### src/rtl/riscv_pkg.sv
// Shared RV32I decode constants for the decode stage.
//   RV_XLEN       default datapath width
//   RV_NOP_INSTR  addi x0,x0,0; what the IF/ID register holds after reset/flush
//   OPC_*         major opcodes (instr[6:0])
//   imm_fmt_e     immediate format selected by opcode
//   imm_fmt_of()  opcode -> immediate format
package riscv_pkg;

  localparam int          RV_XLEN      = 32;
  localparam logic [31:0] RV_NOP_INSTR = 32'h0000_0013;

  localparam logic [6:0] OPC_LOAD   = 7'b0000011;
  localparam logic [6:0] OPC_OP_IMM = 7'b0010011;
  localparam logic [6:0] OPC_AUIPC  = 7'b0010111;
  localparam logic [6:0] OPC_STORE  = 7'b0100011;
  localparam logic [6:0] OPC_OP     = 7'b0110011;
  localparam logic [6:0] OPC_LUI    = 7'b0110111;
  localparam logic [6:0] OPC_BRANCH = 7'b1100011;
  localparam logic [6:0] OPC_JALR   = 7'b1100111;
  localparam logic [6:0] OPC_JAL    = 7'b1101111;

  typedef enum logic [2:0] {
    IMM_NONE,
    IMM_I,
    IMM_S,
    IMM_B,
    IMM_U,
    IMM_J
  } imm_fmt_e;

  function automatic imm_fmt_e imm_fmt_of(input logic [6:0] opcode);
    imm_fmt_e fmt;
    case (opcode)
      OPC_LOAD, OPC_OP_IMM, OPC_JALR: fmt = IMM_I;
      OPC_STORE:                      fmt = IMM_S;
      OPC_BRANCH:                     fmt = IMM_B;
      OPC_LUI, OPC_AUIPC:             fmt = IMM_U;
      OPC_JAL:                        fmt = IMM_J;
      default:                        fmt = IMM_NONE;
    endcase
    return fmt;
  endfunction

endpackage

### src/rtl/register_file.sv
// 32 x XLEN integer register file, two combinational read ports, one write port.
//   clk, rst_n          clock, asynchronous active-low reset (clears all registers)
//   we_i, waddr_i, wdata_i    write port (writes to x0 are dropped)
//   raddr1_i/raddr2_i   read addresses
//   rdata1_o/rdata2_o   read data; x0 reads 0, a same-cycle write to the read
//                       address is forwarded so decode sees the new value
module register_file
  import riscv_pkg::*;
#(
  parameter int XLEN = RV_XLEN
) (
  input  logic            clk,
  input  logic            rst_n,
  input  logic            we_i,
  input  logic [4:0]      waddr_i,
  input  logic [XLEN-1:0] wdata_i,
  input  logic [4:0]      raddr1_i,
  input  logic [4:0]      raddr2_i,
  output logic [XLEN-1:0] rdata1_o,
  output logic [XLEN-1:0] rdata2_o
);

  // Entry 0 is never written, so it stays at its reset value and folds away.
  logic [XLEN-1:0] regs_q [32];
  logic            wr_en;

  assign wr_en = we_i && (waddr_i != 5'd0);

  always_ff @(posedge clk or negedge rst_n) begin
    if (!rst_n) begin
      for (int i = 0; i < 32; i++) begin
        regs_q[i] <= '0;
      end
    end else if (wr_en) begin
      regs_q[waddr_i] <= wdata_i;
    end
  end

  always_comb begin
    rdata1_o = '0;
    if (raddr1_i == 5'd0)                rdata1_o = '0;
    else if (wr_en && waddr_i == raddr1_i) rdata1_o = wdata_i;
    else                                 rdata1_o = regs_q[raddr1_i];
  end

  always_comb begin
    rdata2_o = '0;
    if (raddr2_i == 5'd0)                rdata2_o = '0;
    else if (wr_en && waddr_i == raddr2_i) rdata2_o = wdata_i;
    else                                 rdata2_o = regs_q[raddr2_i];
  end

endmodule

### src/rtl/stage_id.sv
// Instruction-decode stage: IF/ID pipeline register, register file, field
// extraction, immediate generation and load-use hazard detection.
//   Inputs : clk, rst_n, pc_in, pc_plus_4_in, instruction_in (from fetch),
//            flush, ex_mem_read, ex_rd (from EX), wb_reg_write, wb_rd, wb_data.
//   Outputs: pc_write (to fetch), bubble (to ID/EX), valid_id, pc_id,
//            pc_plus_4_id, opcode, funct3, funct7, rs1, rs2, rd, rs1_data,
//            rs2_data, imm -- all combinational from the IF/ID register.
// Flow control: fetch may advance only when pc_write=1. When a stall is
// raised the IF/ID register holds and ID/EX must take a bubble; flush beats
// stall and squashes IF/ID to a NOP with valid_id=0.
module stage_id
  import riscv_pkg::*;
#(
  parameter int          XLEN      = RV_XLEN,
  parameter logic [31:0] NOP_INSTR = RV_NOP_INSTR
) (
  input  logic            clk,
  input  logic            rst_n,
  input  logic [XLEN-1:0] pc_in,
  input  logic [XLEN-1:0] pc_plus_4_in,
  input  logic [31:0]     instruction_in,
  input  logic            flush,
  input  logic            ex_mem_read,
  input  logic [4:0]      ex_rd,
  input  logic            wb_reg_write,
  input  logic [4:0]      wb_rd,
  input  logic [XLEN-1:0] wb_data,
  output logic            pc_write,
  output logic            bubble,
  output logic            valid_id,
  output logic [XLEN-1:0] pc_id,
  output logic [XLEN-1:0] pc_plus_4_id,
  output logic [6:0]      opcode,
  output logic [2:0]      funct3,
  output logic [6:0]      funct7,
  output logic [4:0]      rs1,
  output logic [4:0]      rs2,
  output logic [4:0]      rd,
  output logic [XLEN-1:0] rs1_data,
  output logic [XLEN-1:0] rs2_data,
  output logic [XLEN-1:0] imm
);

  logic [31:0]     instr_q, instr_d;
  logic [XLEN-1:0] pc_q, pc_d;
  logic [XLEN-1:0] pc4_q, pc4_d;
  logic            valid_q, valid_d;
  logic            stall;
  logic            uses_rs1, uses_rs2;

  // IF/ID register next state: flush > stall > load.
  always_comb begin
    instr_d = instr_q;
    pc_d    = pc_q;
    pc4_d   = pc4_q;
    valid_d = valid_q;
    if (flush) begin
      instr_d = NOP_INSTR;
      valid_d = 1'b0;
    end else if (!stall) begin
      instr_d = instruction_in;
      pc_d    = pc_in;
      pc4_d   = pc_plus_4_in;
      valid_d = 1'b1;
    end
  end

  always_ff @(posedge clk or negedge rst_n) begin
    if (!rst_n) begin
      instr_q <= NOP_INSTR;
      pc_q    <= '0;
      pc4_q   <= '0;
      valid_q <= 1'b0;
    end else begin
      instr_q <= instr_d;
      pc_q    <= pc_d;
      pc4_q   <= pc4_d;
      valid_q <= valid_d;
    end
  end

  assign opcode       = instr_q[6:0];
  assign rd           = instr_q[11:7];
  assign funct3       = instr_q[14:12];
  assign rs1          = instr_q[19:15];
  assign rs2          = instr_q[24:20];
  assign funct7       = instr_q[31:25];
  assign valid_id     = valid_q;
  assign pc_id        = pc_q;
  assign pc_plus_4_id = pc4_q;

  // Only real source operands may cause a stall; U/J formats reuse those bits.
  always_comb begin
    uses_rs1 = 1'b0;
    uses_rs2 = 1'b0;
    case (opcode)
      OPC_OP, OPC_STORE, OPC_BRANCH: begin
        uses_rs1 = 1'b1;
        uses_rs2 = 1'b1;
      end
      OPC_OP_IMM, OPC_LOAD, OPC_JALR: uses_rs1 = 1'b1;
      default: ;
    endcase
  end

  // One stall cycle suffices: next cycle the load has moved on to MEM.
  assign stall = ex_mem_read && (ex_rd != 5'd0) && valid_q &&
                 ((uses_rs1 && ex_rd == rs1) || (uses_rs2 && ex_rd == rs2));

  assign pc_write = !stall || flush;
  assign bubble   = stall || !valid_q;

  always_comb begin
    imm = '0;
    case (imm_fmt_of(opcode))
      IMM_I: imm = {{(XLEN-12){instr_q[31]}}, instr_q[31:20]};
      IMM_S: imm = {{(XLEN-12){instr_q[31]}}, instr_q[31:25], instr_q[11:7]};
      IMM_B: imm = {{(XLEN-13){instr_q[31]}}, instr_q[31], instr_q[7],
                    instr_q[30:25], instr_q[11:8], 1'b0};
      IMM_U: imm = {{(XLEN-32){instr_q[31]}}, instr_q[31:12], 12'b0};
      IMM_J: imm = {{(XLEN-21){instr_q[31]}}, instr_q[31], instr_q[19:12],
                    instr_q[20], instr_q[30:21], 1'b0};
      default: imm = '0;
    endcase
  end

  register_file #(.XLEN(XLEN)) u_regfile (
    .clk      (clk),
    .rst_n    (rst_n),
    .we_i     (wb_reg_write),
    .waddr_i  (wb_rd),
    .wdata_i  (wb_data),
    .raddr1_i (rs1),
    .raddr2_i (rs2),
    .rdata1_o (rs1_data),
    .rdata2_o (rs2_data)
  );

endmodule

### config.mk
export PLATFORM = sky130hd
export DESIGN_NAME = stage_id
export DESIGN_NICKNAME = d
export VERILOG_FILES = /design/src/rtl/riscv_pkg.sv /design/src/rtl/register_file.sv /design/src/rtl/stage_id.sv
export SDC_FILE = /design/constraint.sdc
export NUM_CORES = 2
export LEC_CHECK = 0
export ABC_CLOCK_PERIOD_IN_PS = 6600
export BUFFER_PORTS_ARGS = -buffer_cell sky130_fd_sc_hd__buf_2
export CAP_MARGIN = 20
export CORE_ASPECT_RATIO = 1.25
export CORE_UTILIZATION = 50
export DETAILED_ROUTE_END_ITERATION = 10
export MAX_ROUTING_LAYER = met4
export PLACE_DENSITY_LB_ADDON = 0.2
export RECOVER_POWER = 100
export SETUP_SLACK_MARGIN = 0.02
export SYNTH_ARGS = -nofsm -noshare
export SYNTH_HDL_FRONTEND = slang
export SYNTH_SLANG_ARGS = --single-unit
### constraint.sdc
create_clock -name clk -period 6.6 [get_ports clk]
set_clock_uncertainty 0.2 [all_clocks]
set_input_delay 1.32 -clock clk [delete_from_list [all_inputs] [get_ports clk]]
set_output_delay 1.32 -clock clk [all_outputs]
set_load 0.01 [all_outputs]
==> metrics.sh <==
SWITCHING_POWER_mW=5.71
CTS-RESIZED-GATES=0
YOSYS_WARNINGS=0
SEQUENTIAL_CELL_AREA_FRACTION_IN_THE_YOSYS_REPORT_PCT=47.2
GROUTE.USAGE.OVERALL_PCT=34.4
CTS_SETUP_BUFFERS=0
R2R-START='instr_q[16]'
POST_SYNTH_NUM_CELL_TYPES=56
WORST_PATH_MOST_REPEATED_CELL='sky130_fd_sc_hd__nor3_1'
OUTCOME='finished with violations'
SYNTH_TOP_FAMILY_BY_AREA='multiplexers'
TIGHTEST_HOLD_CHECK_TYPE='reg -> reg'
YOSYS.CELL_COUNT.TOP_TYPE='sky130_fd_sc_hd__dfrtp_1'
WHS_PATH_DEPTH=0
GPL.FINAL_WEIGHTED_CONGESTION=0.858
POSTSYNTHAREAPERCELL_SQ_UM=14.2
DESIGN.DIE.AREA_SQ_MM=0.120
WORST-ENDPOINT-ARRIVAL_NS=4.69
R2R.WORST_PATH.CELLS=7
FRACTION_OF_POWER_SPENT_SWITCHING_NETS_PCT=28.1
GRT_PASS1_VIAS=41128
POWER.LEAKAGE_nW=28.5
HPWLAFTERDP_UM=122000
WORSTSETUPSTARTPOINT='instr_q[16]'
WORST-PATH-BUF-INV=3
HOLD_VIOLATIONS=0
DIE_HEIGHT_UM=387
VIAS_PER_CELL=6.77
PWR_PER_CELL_AREA_mW_PER_MM2=307
CTS_MADE_BUFFERS=119
FF2FF_SETUP_SLACK_NS=0.95
DRT_FIRST_PASS_ITERS=7
FINAL-SETUP-VIOL-COUNT=0
GRT_MAX_DEGREE=194
YOSYS.AREA_SHARE.SIMPLE_PCT=3.26
YOSYSTOPAREACELL='sky130_fd_sc_hd__dfrtp_1'
FLOW.AREA_GROWTH_FROM_SYNTHESIS_PCT=11.6
CLK_TRANSITION_REPORTED_PATHS_NS=0.06
ADDER_CELL_AREA_SHARE_OF_THE_YOSYS_NETLIST_PCT=0
FP.COREAREA_SQ_MM=0.118
REQUIRED_NS=5.08
ROWS=141
POWER_FRAC_COMB_PCT=19.6
MIN_PERIOD_NS=6.21
TIMING.FINAL.CRIT_SHARE_PCT=94.1
ASYNC_RESET_FF_SHARE_PCT=100
CPMAXSTAGEDELAYCELL='sky130_fd_sc_hd__dfrtp_1'
SYNTH_COMMON_CELLS='sky130_fd_sc_hd__dfrtp_1, sky130_fd_sc_hd__mux2_2, sky130_fd_sc_hd__mux4_2'
FAILED_CHECKS='max-capacitance violations, max-slew violations'
POWER_FRAC_SEQ_PCT=44.7
SLEW_VIOL_FINAL=1466
INITIAL_UTILIZATION_PCT=50.3
PEAKVDDDROP_mV=0.260
DIE_W_UM=310
FIN_NETS=4456
CLOCK_TREE.HTREE_LEVEL_COUNT=3
GRT_SETUP_UNREPAIRED='false'
GRT_ANTENNA_BEFORE_REPAIR=14
LAYOUT.CORE_UTILIZATION_PCT=56.2
MUXSHAREOFSYNTHAREA_PCT=41.1
NUM_IO_PINS=338
CPPEAKSTAGEDELAY_NS=1.35
WORSTHOLDSTART='u_regfile.regs_q[1023]'
CTS_TREE='yes'
FMAX_MHz=161
GLOBAL_ROUTE_WIRE_LENGTH_BEFORE_REPAIR_UM=290000
WORSTSETUPSTARTPOINTTYPE='register'
ANT_NETS=0
SYNTH.TOP_CELL.AREA_SHARE_PCT=47.1
DR.FIRST_ITER.DRC_COUNT=4197
MAX-CAP-VIOLATIONS=56
WORSTMARGINPINSLEW_NS=4.09
SYNTH_FF_TYPE='sky130_fd_sc_hd__dfrtp_1'
CRITICAL_PATH_PEAK_FANOUT=23
POSTROUTEWIRELENGTH_UM=200000
POWER_INTERNAL_mW=14.6
SYNTH_FP_NETS=4329
TOTAL_NEG_SETUP_SLACK_NS=0
CRITICAL_PATH_CELL_COUNT=8
CRITICAL_PATH.TOP_DELAY_FAMILY='buffers and inverters'
POST_SYNTH_XOR_AREA_FRACTION_PCT=0.295
SYNTH_CELLS=4186
WORSTPATHCELLLIST='clkbuf_2, buf_4, mux4_2, a22oi_1, nand2_1, nor3_1, nor3_1, buf_2'
CTS_SINKS=1121
ROUTED_WIRE_LENGTH_PER_INSTANCE_UM=33.3
REMAINING_DRC_ERRORS=0
SYNTH_EDF_COUNT=0
YOSYS_REGISTER_BITS=1121
IO_BUFFER_COUNT=337
WORST_SKEW_PAIR.LATE_LATENCY_NS=0.75
WORST_SLEW_MARGIN_REL_PCT=-173
POST_SYNTH_MAIN_AREA_CONTRIBUTORS='sky130_fd_sc_hd__dfrtp_1, sky130_fd_sc_hd__mux2_2, sky130_fd_sc_hd__mux4_2'
GLOBALROUTE.TOTALOVERFLOW=0
SYNTH_COMPOUND_GATE_AREA_SHARE_PCT=4.98
SYNTH.CELL_AREA_SQ_MM=0.0594
LAYOUT-DRIVE-GT1-SHARE_PCT=43.8
WORSTSETUPPATHTYPE='reg -> out'
CTS-ROOT-TO-SINK-BUFFERS=3
CLKPWRFRAC_PCT=35.8
VIAS=40577
WORST_SETUP_PATH_END_KIND='primary output'
ROOT_BUFFER='sky130_fd_sc_hd__clkbuf_16'
POSTCTSHOLDBUFS=0
-- power groups by stage --
| stage | Sequential, mW | Clock [mW] | Combinational, mW |
|---|---|---|---|
| floorplan | 8.83 | 0 | 2.89 |
| detailed placement | 9.17 | 0 | 4.01 |
| finish | 9.09 | 7.28 | 3.99 |
| global route | 9.24 | 7.64 | 4.24 |
| CTS | 9.05 | 7.36 | 4.03 |
| global placement | 9.10 | 0 | 3.95 |
-- metal layers --
| metal | GRT usage, % | wire length [um] |
|---|---|---|
| met5 | - | 0 |
| met4 | 15.4 | 9560 |
| met3 | 6.53 | 17600 |
| met2 | 52.0 | 93600 |
| met1 | 45.1 | 79100 |
-- state kept, by name (all words and copies together) (netlist names) --
register and count:
pc_plus_4_id 32, u_regfile.regs_q 1024, instr_q 32, pc_id 32, valid_id 1
-- worst paths after layout --
| path | endpoint |
|---|---|
| max in group asynchronous | u_regfile.regs_q[458] |
| min in group asynchronous | instr_q[29] |
| worst min-delay path | u_regfile.regs_q[1023] |
| worst max-delay path | rs1_data[30] |
| worst max register to register | pc_id[16] |
| worst min register to register | u_regfile.regs_q[1023] |
-- worst reg2reg max path, stage by stage, from the launching register on --
cell and delay [ns]:
sky130_fd_sc_hd__dfrtp_1 1.35, sky130_fd_sc_hd__buf_12 0.44, sky130_fd_sc_hd__xor2_1 0.18, sky130_fd_sc_hd__or4_1 0.12
sky130_fd_sc_hd__a21o_1 0.51, sky130_fd_sc_hd__clkbuf_1 1.33, sky130_fd_sc_hd__and2_4 0.95, sky130_fd_sc_hd__mux2_2 0.46
-- through the flow --
stage / cell area, sq um / setup slack [ns] / cells / hold slack [ns] / total power, mW
after floorplan: 59400 / 1.73 / 4186 / 0.241 / 11.7
after global placement: 62700 / 1.01 / 5765 / 0.176 / 13.1
after detailed placement: 62700 / 0.976 / 5765 / 0.183 / 13.2
after CTS: 66900 / 0.812 / 5989 / 0.197 / 20.4
after global routing: 66300 / 0.369 / 5998 / 0.207 / 21.1
final: 66300 / 0.390 / 5998 / 0.194 / 20.4
-- final cells by class --
class,instances,area (sq um)
Fill cell,9684,51700
Clock inverter,52,747
Tap cell,1573,1970
Multi-Input combinational cell,2597,29500
Inverter,11,41.3
Antenna cell,9,22.5
Timing Repair Buffer,463,2490
Sequential cell,1121,28100
Clock buffer,172,3490
-- kinds of logic (layout without fill, tap and decap cells) --
family	count (synthesis)	after routing
multiplexers	1777	1777
flip-flops	1121	1121
buffers and inverters	468	698
AND/OR/NAND/NOR	405	405
AO/OA/AOI/OAI	395	395
XOR/XNOR	20	20
other	0	9
-- cells in the final DEF (no fill, tap or decap), drive strengths merged, types with 56 or more instances in the layout --
master	Yosys	final
a221o	60	60
mux2	1069	1069
buf	160	243
a22oi	81	81
clkbuf	297	391
nor2	121	121
nand2	111	111
nor2b	56	56
mux2i	298	298
mux4	410	410
dfrtp	1118	1118
No activity file was read; power rests on OpenSTA's default activity.
